### src/rtl/axi_lite_reg_slave.sv
// AXI4-Lite leaf slave: NUM_REGS x DATA_WIDTH register file with byte strobes,
// SLVERR on unmapped addresses and a parallel export of every register.
module axi_lite_reg_slave #(
  parameter int ADDR_WIDTH = 32,
  parameter int DATA_WIDTH = 32,
  parameter int NUM_REGS   = 16
) (
  input  logic                           aclk,
  input  logic                           areset_n,
  input  logic [ADDR_WIDTH-1:0]          awaddr,
  input  logic                           awvalid,
  output logic                           awready,
  input  logic [DATA_WIDTH-1:0]          wdata,
  input  logic [DATA_WIDTH/8-1:0]        wstrb,
  input  logic                           wvalid,
  output logic                           wready,
  output logic [1:0]                     bresp,
  output logic                           bvalid,
  input  logic                           bready,
  input  logic [ADDR_WIDTH-1:0]          araddr,
  input  logic                           arvalid,
  output logic                           arready,
  output logic [DATA_WIDTH-1:0]          rdata,
  output logic [1:0]                     rresp,
  output logic                           rvalid,
  input  logic                           rready,
  output logic [NUM_REGS*DATA_WIDTH-1:0] regs_o
);

  localparam int STRB_WIDTH = DATA_WIDTH / 8;
  localparam int ADDR_LSB   = $clog2(STRB_WIDTH);
  localparam int IDX_W      = $clog2(NUM_REGS);

  localparam logic [1:0] RESP_OKAY   = 2'b00;
  localparam logic [1:0] RESP_SLVERR = 2'b10;

  typedef enum logic [1:0] {W_IDLE, W_COLLECT, W_RESP} w_state_t;
  typedef enum logic       {R_IDLE, R_DATA}            r_state_t;

  // Mapped iff every address bit above the register index is zero.
  function automatic logic addr_mapped(input logic [ADDR_WIDTH-1:0] addr);
    return (addr >> (ADDR_LSB + IDX_W)) == '0;
  endfunction

  logic [DATA_WIDTH-1:0] regs [NUM_REGS];

  w_state_t              w_state, w_state_nxt;
  logic                  aw_held, aw_held_nxt;
  logic                  w_held, w_held_nxt;
  logic                  commit;
  logic [IDX_W-1:0]      aw_idx_q;
  logic                  aw_mapped_q;
  logic [DATA_WIDTH-1:0] w_data_q;
  logic [STRB_WIDTH-1:0] w_strb_q;

  r_state_t              r_state, r_state_nxt;

  logic aw_hs, w_hs, b_hs, ar_hs, r_hs;
  assign aw_hs = awvalid && awready;
  assign w_hs  = wvalid && wready;
  assign b_hs  = bvalid && bready;
  assign ar_hs = arvalid && arready;
  assign r_hs  = rvalid && rready;

  // Address offset bits below the word size carry no information.
  logic unused_addr_bits;
  assign unused_addr_bits = ^{awaddr[ADDR_LSB-1:0], araddr[ADDR_LSB-1:0]};

  // ---------------- write path ----------------
  // NOTE: every signal assigned in always_comb gets a default first so no latch is inferred.
  always_comb begin
    w_state_nxt = w_state;
    aw_held_nxt = aw_held;
    w_held_nxt  = w_held;
    commit      = 1'b0;
    unique case (w_state)
      W_IDLE, W_COLLECT: begin
        if (aw_held && w_held) begin
          commit      = 1'b1;
          w_state_nxt = W_RESP;
        end else begin
          if (aw_hs) aw_held_nxt = 1'b1;
          if (w_hs)  w_held_nxt  = 1'b1;
          if (aw_held_nxt || w_held_nxt) w_state_nxt = W_COLLECT;
        end
      end
      W_RESP: begin
        if (b_hs) begin
          w_state_nxt = W_IDLE;
          aw_held_nxt = 1'b0;
          w_held_nxt  = 1'b0;
        end
      end
      default: w_state_nxt = W_IDLE;
    endcase
  end

  // Readies are registered from the next state so they stay low through reset
  // and rise on the first edge after release.
  // NOTE: sequential state uses non-blocking assignments so every flop samples pre-edge values.
  always_ff @(posedge aclk or negedge areset_n) begin
    if (!areset_n) begin
      w_state     <= W_IDLE;
      aw_held     <= 1'b0;
      w_held      <= 1'b0;
      awready     <= 1'b0;
      wready      <= 1'b0;
      aw_idx_q    <= '0;
      aw_mapped_q <= 1'b0;
      w_data_q    <= '0;
      w_strb_q    <= '0;
      bvalid      <= 1'b0;
      bresp       <= RESP_OKAY;
    end else begin
      w_state <= w_state_nxt;
      aw_held <= aw_held_nxt;
      w_held  <= w_held_nxt;
      awready <= (w_state_nxt != W_RESP) && !aw_held_nxt;
      wready  <= (w_state_nxt != W_RESP) && !w_held_nxt;
      if (aw_hs) begin
        aw_idx_q    <= awaddr[ADDR_LSB +: IDX_W];
        aw_mapped_q <= addr_mapped(awaddr);
      end
      if (w_hs) begin
        w_data_q <= wdata;
        w_strb_q <= wstrb;
      end
      if (commit) begin
        bvalid <= 1'b1;
        bresp  <= aw_mapped_q ? RESP_OKAY : RESP_SLVERR;
      end else if (b_hs) begin
        bvalid <= 1'b0;
      end
    end
  end

  // NOTE: the register file is control state exported to fabric, so it is reset like any flop, not left as uninitialised memory.
  always_ff @(posedge aclk or negedge areset_n) begin
    if (!areset_n) begin
      for (int k = 0; k < NUM_REGS; k++) regs[k] <= '0;
    end else if (commit && aw_mapped_q) begin
      for (int i = 0; i < STRB_WIDTH; i++) begin
        if (w_strb_q[i]) regs[aw_idx_q][i*8 +: 8] <= w_data_q[i*8 +: 8];
      end
    end
  end

  for (genvar k = 0; k < NUM_REGS; k++) begin : g_regs_out
    assign regs_o[k*DATA_WIDTH +: DATA_WIDTH] = regs[k];
  end

  // ---------------- read path ----------------
  always_comb begin
    r_state_nxt = r_state;
    if (r_state == R_IDLE) begin
      if (ar_hs) r_state_nxt = R_DATA;
    end else begin
      if (r_hs) r_state_nxt = R_IDLE;
    end
  end

  // rdata samples the array before any same-edge commit lands, so a colliding
  // read returns the old value.
  always_ff @(posedge aclk or negedge areset_n) begin
    if (!areset_n) begin
      r_state <= R_IDLE;
      arready <= 1'b0;
      rvalid  <= 1'b0;
      rdata   <= '0;
      rresp   <= RESP_OKAY;
    end else begin
      r_state <= r_state_nxt;
      arready <= (r_state_nxt == R_IDLE);
      if (ar_hs) begin
        rvalid <= 1'b1;
        if (addr_mapped(araddr)) begin
          rdata <= regs[araddr[ADDR_LSB +: IDX_W]];
          rresp <= RESP_OKAY;
        end else begin
          rdata <= '0;
          rresp <= RESP_SLVERR;
        end
      end else if (r_hs) begin
        rvalid <= 1'b0;
      end
    end
  end

endmodule
### config.mk
export PLATFORM = sky130hd
export DESIGN_NAME = axi_lite_reg_slave
export DESIGN_NICKNAME = d
export VERILOG_FILES = /design/src/rtl/axi_lite_reg_slave.sv
export SDC_FILE = /design/constraint.sdc
export NUM_CORES = 1
export LEC_CHECK = 0
export CAP_MARGIN = 20
export CELL_PAD_IN_SITES_DETAIL_PLACEMENT = 1
export CELL_PAD_IN_SITES_GLOBAL_PLACEMENT = 2
export CORE_ASPECT_RATIO = 0.5
export CORE_MARGIN = 3
export CORE_UTILIZATION = 48
export CTS_BUF_LIST = sky130_fd_sc_hd__clkbuf_2 sky130_fd_sc_hd__clkbuf_4 sky130_fd_sc_hd__clkbuf_8
export CTS_CLUSTER_SIZE = 28
export DETAILED_ROUTE_END_ITERATION = 7
export DONT_BUFFER_PORTS = 1
export PLACE_DENSITY = 0.94
export SETUP_SLACK_MARGIN = 0.05
export SYNTH_ARGS = -nofsm -noshare
export SYNTH_HDL_FRONTEND = slang
export SYNTH_SLANG_ARGS = --single-unit
### constraint.sdc
create_clock -name aclk -period 3.5 [get_ports aclk]
set_input_delay 1.05 -clock aclk [delete_from_list [all_inputs] [get_ports aclk]]
set_output_delay 1.05 -clock aclk [all_outputs]
set_load 0.01 [all_outputs]
==> impl_metrics.tcl <==
set metrics [dict create \
    clk_pin_slew_ns 0.07 \
    synth_adder_area_share 0 \
    max-cap-violations 0 \
    finalClockSkew_ns 0.0233 \
    max_freq_mhz 354 \
    drive_gt1_frac 0.369 \
    worst_ir_drop_vdd_mv 0.308 \
    start_util 0.491 \
    cts_buffer_depth 3 \
    drc 0 \
    synthXorXnorAreaFrac 0 \
    cts_sinks 597 \
    synth_cell_types 38 \
    die_area_sq_um 58600 \
    hpwl_um 60600 \
    cts_root_buf "clkbuf_8" \
    relSlewSlack 0.0495 \
    avgSynthCellArea_sq_um 13.6 \
    synth_enable_flop_cells 0 \
    tightest_slew_ns 1.43 \
    coreArea_sq_um 54400 \
    setup_viol 0 \
    ys.flop_type "dfrtp_1" \
    htreeDepth 3 \
    synthesis.area_sq_um 26700 \
    cts_tree "done" \
    status "finished clean" \
    fin_crit_ns 2.83 \
    ys_seq_area_frac 0.560 \
    fp.dieH_um 173 \
    grt_pass1_wl_um 134000 \
    grt_start_max_net_pins 598 \
    synth_compound_area_frac 0.0402 \
    cts_made_buffers 85 \
    hold_viol_final 0 \
    cts_hold_buf 0 \
    yosysTopAreaCell "dfrtp_1" \
    muxShareOfSynthArea 0.329 \
    drtPass1Iterations 5 \
    postCtsSetupBuffers 0 \
    grt_usage 0.305 \
    final_common_cell "dfrtp_1" \
    pin_count 660 \
    slew_violations 0 \
    end_kind "register" \
    antenna_found_initial 10 \
    detail_route.wl_per_cell_um 33.3 \
    dp_cells 2603 \
    place_congestion 0.833 \
    crit_fanout 9 \
    yosysWarnings 0 \
    grt_overflow_total 0 \
    power_leakage_nw 14.4 \
    crit_required_ns 4.04 \
    rr_worst_depth 4 \
    layout_common_cells "dfrtp_1 (597), mux2_2 (549), mux2i_1 (252), clkbuf_8 (106), o22ai_1 (94)" \
    insertion_delay_ns 0.66 \
    start_kind "register" \
    synth_cells 1964 \
    yosys.area_share.simple 0.0487 \
    holdCritPathClass "in -> async" \
    post-route-period-util 0.808 \
    vias 17871 \
    synth.area.top_cells "dfrtp_1 (56%), mux2_2 (23%), mux2i_1 (9.5%)" \
    rsz0062_at_grt "no" \
    drtIter0Drc 1261 \
    grt_pass1_vias 18878 \
    synthDominantCellAreaShare 0.560 \
    area_growth_syn_to_layout_pct 9.20 \
    fin_cells 2765 \
    antenna_left 0 \
    vias_per_cell 6.46 \
    async_flop_share 1.00 \
    rows 60 \
    powerDensity_nw_per_um2 523 \
    worstPathArrival_ns 3.37 \
    port_buffers 0 \
    fp.dieW_um 339 \
    fin_tns_setup_ns 0 \
    critPathKind "reg -> reg" \
    num-fill-cells 5371 \
    nNetsFinal 2054 \
    ys_seq_elements 597 \
    ctsResizeCount 0 \
    synth_top_family_by_area "multiplexers" \
    routed_wl_um 92100 \
]
==> through the flow <==
| stage | cell area (sq um) | utilization | hold slack (ns) | total power [mW] | setup slack (ns) |
|---|---|---|---|---|---|
| floorplan | 26700 | - | 0.456 | 8.90 | 1.02 |
| global placement | 27300 | 0.502 | 0.477 | 9.31 | 0.769 |
| detailed placement | 27300 | 0.502 | 0.488 | 9.41 | 0.725 |
| CTS | 29100 | 0.535 | 0.0279 | 15.3 | 0.717 |
| global route | 29100 | 0.536 | 0.0552 | 15.8 | 0.527 |
| finish | 29100 | 0.536 | 0.108 | 15.2 | 0.673 |
==> layer usage <==
layer	GRT usage	wire (um)	vias up
met4	0.165	5550	0
met2	0.514	45600	795
met3	0.0741	5690	310
met1	0.363	35300	9592
met5	0	0	-
li1	-	-	7174
==> synthesized netlist by cell type (all sizes together) (14+ instances only) <==
master	number
o22ai	94
nor2	45
o31ai	32
nand2	92
clkbuf	72
nor3	79
mux2i	252
mux2	552
dfrtp	597
o21ai	38
nor4	14
buf	54
==> cells by family (layout without fill, tap and decap cells) <==
| logic type | after synthesis | after routing |
|---|---|---|
| simple gates | 256 | 256 |
| compound gates | 173 | 173 |
| buf+inv | 131 | 177 |
| other cells | 1 | 12 |
| mux | 806 | 806 |
| flops | 597 | 597 |
==> layout make-up <==
cell class	count	area (sq um)	area share
Antenna cell	10	25.0	0.000859
Multi-Input combinational cell	1237	11200	0.384
Clock buffer	138	1700	0.0583
Clock inverter	13	100	0.00344
Sequential cell	597	14900	0.513
Tap cell	744	931	0.0320
Timing Repair Buffer	21	220	0.00756
Inverter	5	18.8	0.000644
==> state kept, by name, summed over array words and instances, names as in the netlist <==
name	flops
rresp	1
bvalid	1
regs_o	512
aw_held	1
rdata	32
arready	1
wready	1
w_data_q	32
w_state	2
rvalid	1
r_state	1
aw_idx_q	4
w_held	1
awready	1
aw_mapped_q	1
bresp	1
w_strb_q	4
==> path summary, 6_finish.rpt <==
check	start	slack, ns	to
worst min register to register	r_state	0.50	r_state
max in group asynchronous	areset_n	2.25	regs_o[120]
min in group aclk	r_state	0.50	r_state
worst max register to register	aw_idx_q[3]	0.67	regs_o[395]
worst min-delay path	areset_n	0.11	regs_o[3]
worst max-delay path	aw_idx_q[3]	0.67	regs_o[395]
==> where the power goes <==
group	switching, mW	internal [mW]
registers	1.08	7.18
logic	0.606	0.461
clock network	2.76	3.15
total	4.45	10.8
==> critical path: stages (launching register included) <==
cell	delay (ns)
dfrtp_1	0.53
nand2_1	0.37
nor3_1	0.66
nand2_1	0.66
mux2_2	0.50
Note: power is estimated with default switching activity, not from simulation.
==> edit 1, RTL diff (config.mk and constraints unchanged) <==
Reset style: synchronous (`areset_n`), changed in 3 clocked blocks.
--- a/src/rtl/axi_lite_reg_slave.sv
+++ b/src/rtl/axi_lite_reg_slave.sv
@@ -98,7 +98,7 @@
   // Readies are registered from the next state so they stay low through reset
   // and rise on the first edge after release.
   // NOTE: sequential state uses non-blocking assignments so every flop samples pre-edge values.
-  always_ff @(posedge aclk or negedge areset_n) begin
+  always_ff @(posedge aclk) begin
     if (!areset_n) begin
       w_state     <= W_IDLE;
       aw_held     <= 1'b0;
@@ -135,7 +135,7 @@
   end
 
   // NOTE: the register file is control state exported to fabric, so it is reset like any flop, not left as uninitialised memory.
-  always_ff @(posedge aclk or negedge areset_n) begin
+  always_ff @(posedge aclk) begin
     if (!areset_n) begin
       for (int k = 0; k < NUM_REGS; k++) regs[k] <= '0;
     end else if (commit && aw_mapped_q) begin
@@ -161,7 +161,7 @@
 
   // rdata samples the array before any same-edge commit lands, so a colliding
   // read returns the old value.
-  always_ff @(posedge aclk or negedge areset_n) begin
+  always_ff @(posedge aclk) begin
     if (!areset_n) begin
       r_state <= R_IDLE;
       arready <= 1'b0;
Function: not settled (the Yosys comparison gave no result); the edit may change what the design does.
==> edit 1 against the unedited design <==
- final cell count is 8.6% higher
- worst setup slack better by 0.23 ns
- cell area is 3.4% higher
- sequential power is 2.8% higher
- area after synthesis is 2.3% higher
- die area is 2.2% higher
- total power is 0.52% higher
- routed wire length is 4.7% higher
- sequential cell count stayed put
==> edit 1: results (changes against the unedited design) <==
Placed design
  – Placed cells: 2834 (+8.9%)
  – Placed cell area: 0.0283 mm^2 (+3.7%)
  – Placer Congestion: 0.937 (+12%)
  – Post-DP HPWL: 68700 um (+13%)

Final layout
  – Area Overhead vs Synth: 10.4%
  – N_diodes: 7 (-3)
  – Nets: 2274 (+11%)
  – Fillers: 5674 (+5.6%)
  – Multi-input gates: 1399 (+13%)
  – Area occupied by multi-input gates: 0.00960 mm^2 (-14%)
  – Final Instance Count excl. Fillers: 3002 (+8.6%)
  – Layout clock buffers: 139 (+0.72%)
  – Layout cell share with drive strength beyond 1: 12.3% (-25 points)
  – Non-clock buffers, area share: 2.21% (+1.5 points)

Die
  – Row count: 61 (+1.7%)

Power
  – Total Power: 15.3 mW (+0.52%)
  – Worst vdd ir: 308 uV (about the same)
  – Comb power frac: 5.7% (-1.3 points)
  – Clk pwr: 5.94 mW (+0.7%)

Clock network
  – Worst-skew pair later-pin latency: 0.69 ns (+0.03 ns)

Synthesis
  – Largest family of logic cells by synthesized area: simple AND/OR/NAND/NOR gates
  – Mux share of post-synthesis cell area: 9.39% (-24 points)
  – Most common flop cell mapped by yosys: edfxtp_1
  – Number of synthesized flops with an enable pin: 512 (+512)
  – Syn avg cell area: 12.7 um^2 (-6.1%)
  – Yosys cell types: 39 (+2.6%)
  – Top cell type by total area after synthesis: edfxtp_1
  – Register area share after synthesis: 62.6% (+6.6 points)

Global route
  – Total global-route track usage: 31.1% (+0.58 points)
  – Global-route wire length before repair: 135000 um (+1.2%)

Setup path
  – CP Max Fanout: 8 (-1)
  – Worst path arrival time: 3.13 ns (-0.24 ns)
  – Slowest CP cell: nor2_1

Status
  – Status: finished, final reports clean

Timing
  – Worst slew margin: 35.8% (+31 points)

Hold path
  – Worst Hold Class: reg -> reg

Drt
  – Total wire length: 96400 um (+4.7%)
## edit 1: changes by cell type after synthesis, sizes merged, moves of 43 or more
cell    delta
dfrtp    -597
mux2     -552
and2     +514
edfxtp   +512
dfxtp     +85
a22oi     +64
o21ai     +64
o22ai     -62
nor3      -46
a21boi    +43
## edit 1: path summary, 6_finish.rpt
check                      startpoint                         end  slack, ns
max          aw_idx_q[3]$_SDFFE_PN0P_  regs[14][12]$_SDFFCE_PN0P_       0.90
min          w_strb_q[3]$_SDFFE_PN0P_    w_strb_q[3]$_SDFFE_PN0P_       0.47
min reg2reg  w_strb_q[3]$_SDFFE_PN0P_    w_strb_q[3]$_SDFFE_PN0P_       0.47
max reg2reg  aw_idx_q[3]$_SDFFE_PN0P_  regs[14][12]$_SDFFCE_PN0P_       0.90
## edit 1: per-layer routing
metal / GRT usage [%] / wire, um
met1: 37.9 / 36400
met2: 52.4 / 47100
met3: 6.70 / 7250
met4: 15.7 / 5630
met5: 0 / 0
==> edit 2, RTL diff (config.mk and constraints unchanged) <==
Without the edit above. Set the parameter `NUM_REGS` to 32 (it was 16).
--- a/src/rtl/axi_lite_reg_slave.sv
+++ b/src/rtl/axi_lite_reg_slave.sv
@@ -3,7 +3,7 @@
 module axi_lite_reg_slave #(
   parameter int ADDR_WIDTH = 32,
   parameter int DATA_WIDTH = 32,
-  parameter int NUM_REGS   = 16
+  parameter int NUM_REGS   = 32
 ) (
   input  logic                           aclk,
   input  logic                           areset_n,
Ports: changed (resized regs_o); port bits go from 660 to 1172. No check against the original RTL was run, so the function may have changed too.
==> edit 2 against the unedited design <==
- routed wire length up 150%
- highest routed layer is now met5
- cell area up 89%
- die area up 84%
- sequential cell count up 513
- hold slack better by 0.10 ns
- worst setup slack worse by 0.28 ns
- utilization up 0.71 points
- total power up 93%
- area after synthesis up 87%
- count of clock-buffer cells in the layout up 99
==> edit 2: results (changes against the unedited design) <==
Setup path
  – Worst Setup EP: regs_o[191]$_DFFE_PN0P_
  – CP peak stage delay: 0.74 ns (+0.08 ns)
  – Slowest CP cell: nand2_1
  – CP startpoint: aw_idx_q[2]$_DFFE_PN0P_
  – Worst path arrival time: 3.85 ns (+0.48 ns)

Synthesis
  – Compound-Gate Fraction of Synth Area: 3.54% (-0.49 points)
  – Most frequent cells after synthesis: dfrtp_1, mux2_2, mux2i_1, nand2_1, clkbuf_1
  – Synth top area cells: dfrtp_1, mux2_2, mux4_2, mux2i_1, nand2_1
  – Yosys cell types: 44 (+16%)
  – Register area share after synthesis: 55.7% (-0.36 points)
  – Mux share of post-synthesis cell area: 35.5% (+2.6 points)

Placed design
  – Placed cells: 4616 (+77%)
  – Setup WS pre-CTS: 0.398 ns (-0.327 ns)
  – Placed cell area: 0.0511 mm^2 (+87%)
  – Placer Congestion: 0.999 (+20%)

Status
  – Status: finished, final reports clean

Clock network
  – Num CTS Buffers: 158 (+86%)
  – H-tree Lvls: 4 (+1)
  – Worst-skew pair later-pin latency: 0.90 ns (+0.24 ns)

Global route
  – Total global-route track usage: 40.4% (+9.9 points)
  – Global-route wire length before repair: 301000 um (+130%)
  – Largest net degree at the start of global routing: 1111 (+86%)

Power
  – Worst vdd ir: 605 uV (+96%)
  – Combinational power: 4.45 mW (+320%)
  – Clk pwr: 11.1 mW (+88%)
  – Pwr dens: 534 mW/mm^2 (+2.1%)
  – Pleak: 27.4 nW (+90%)

Final layout
  – Final Instance Count excl. Fillers: 4931 (+78%)
  – Largest register FFs: 1024 (+100%)
  – Nets: 3570 (+74%)

Timing
  – Hold slack: 0.209 ns (+0.101 ns)
  – Worst Skew: 0.0558 ns (+0.0325 ns)
  – Fmax: 321 MHz (-9.1%)

Drt
  – DR vias/cell: 7.19 (+11%)
  – Iter 0 DRT Violations: 4238 (+240%)
  – Post-DR wirelength/cell: 46.1 um (+39%)
edit 2: cell types whose count changed after synthesis, sizes merged, moves of 30 or more:
cell	before	now
a21oi	5	58
mux4	2	123
nor3	79	8
clkbuf	72	150
o31ai	32	2
dfrtp	597	1110
nand2	92	200
mux2	552	1089
a22oi	0	64
edit 2: metal layers:
layer / vias to the layer above / share of wire [%] / GRT usage, %
met5: - / 0.050 / 0
met2: 2646 / 44 / 60.3
li1: 12800 / - / -
met3: 857 / 13 / 17.1
met4: 16 / 6.3 / 19.8
met1: 19100 / 37 / 50.7
edit 2: area by class of cell:
class	count	area, um^2
Inverter	3	11.3
Multi-Input combinational cell	2112	21200
Antenna cell	15	37.5
Fill cell	9575	46400
Tap cell	1344	1680
Timing Repair Buffer	78	1250
Clock buffer	237	2940
Clock inverter	32	284
Sequential cell	1110	27800
edit 2: logic make-up (layout without fill, tap and decap cells):
family,after synthesis,in the layout
simple gates,357,357
mux,1481,1481
other cells,1,17
flops,1110,1110
buf+inv,235,350
compound gates,272,272
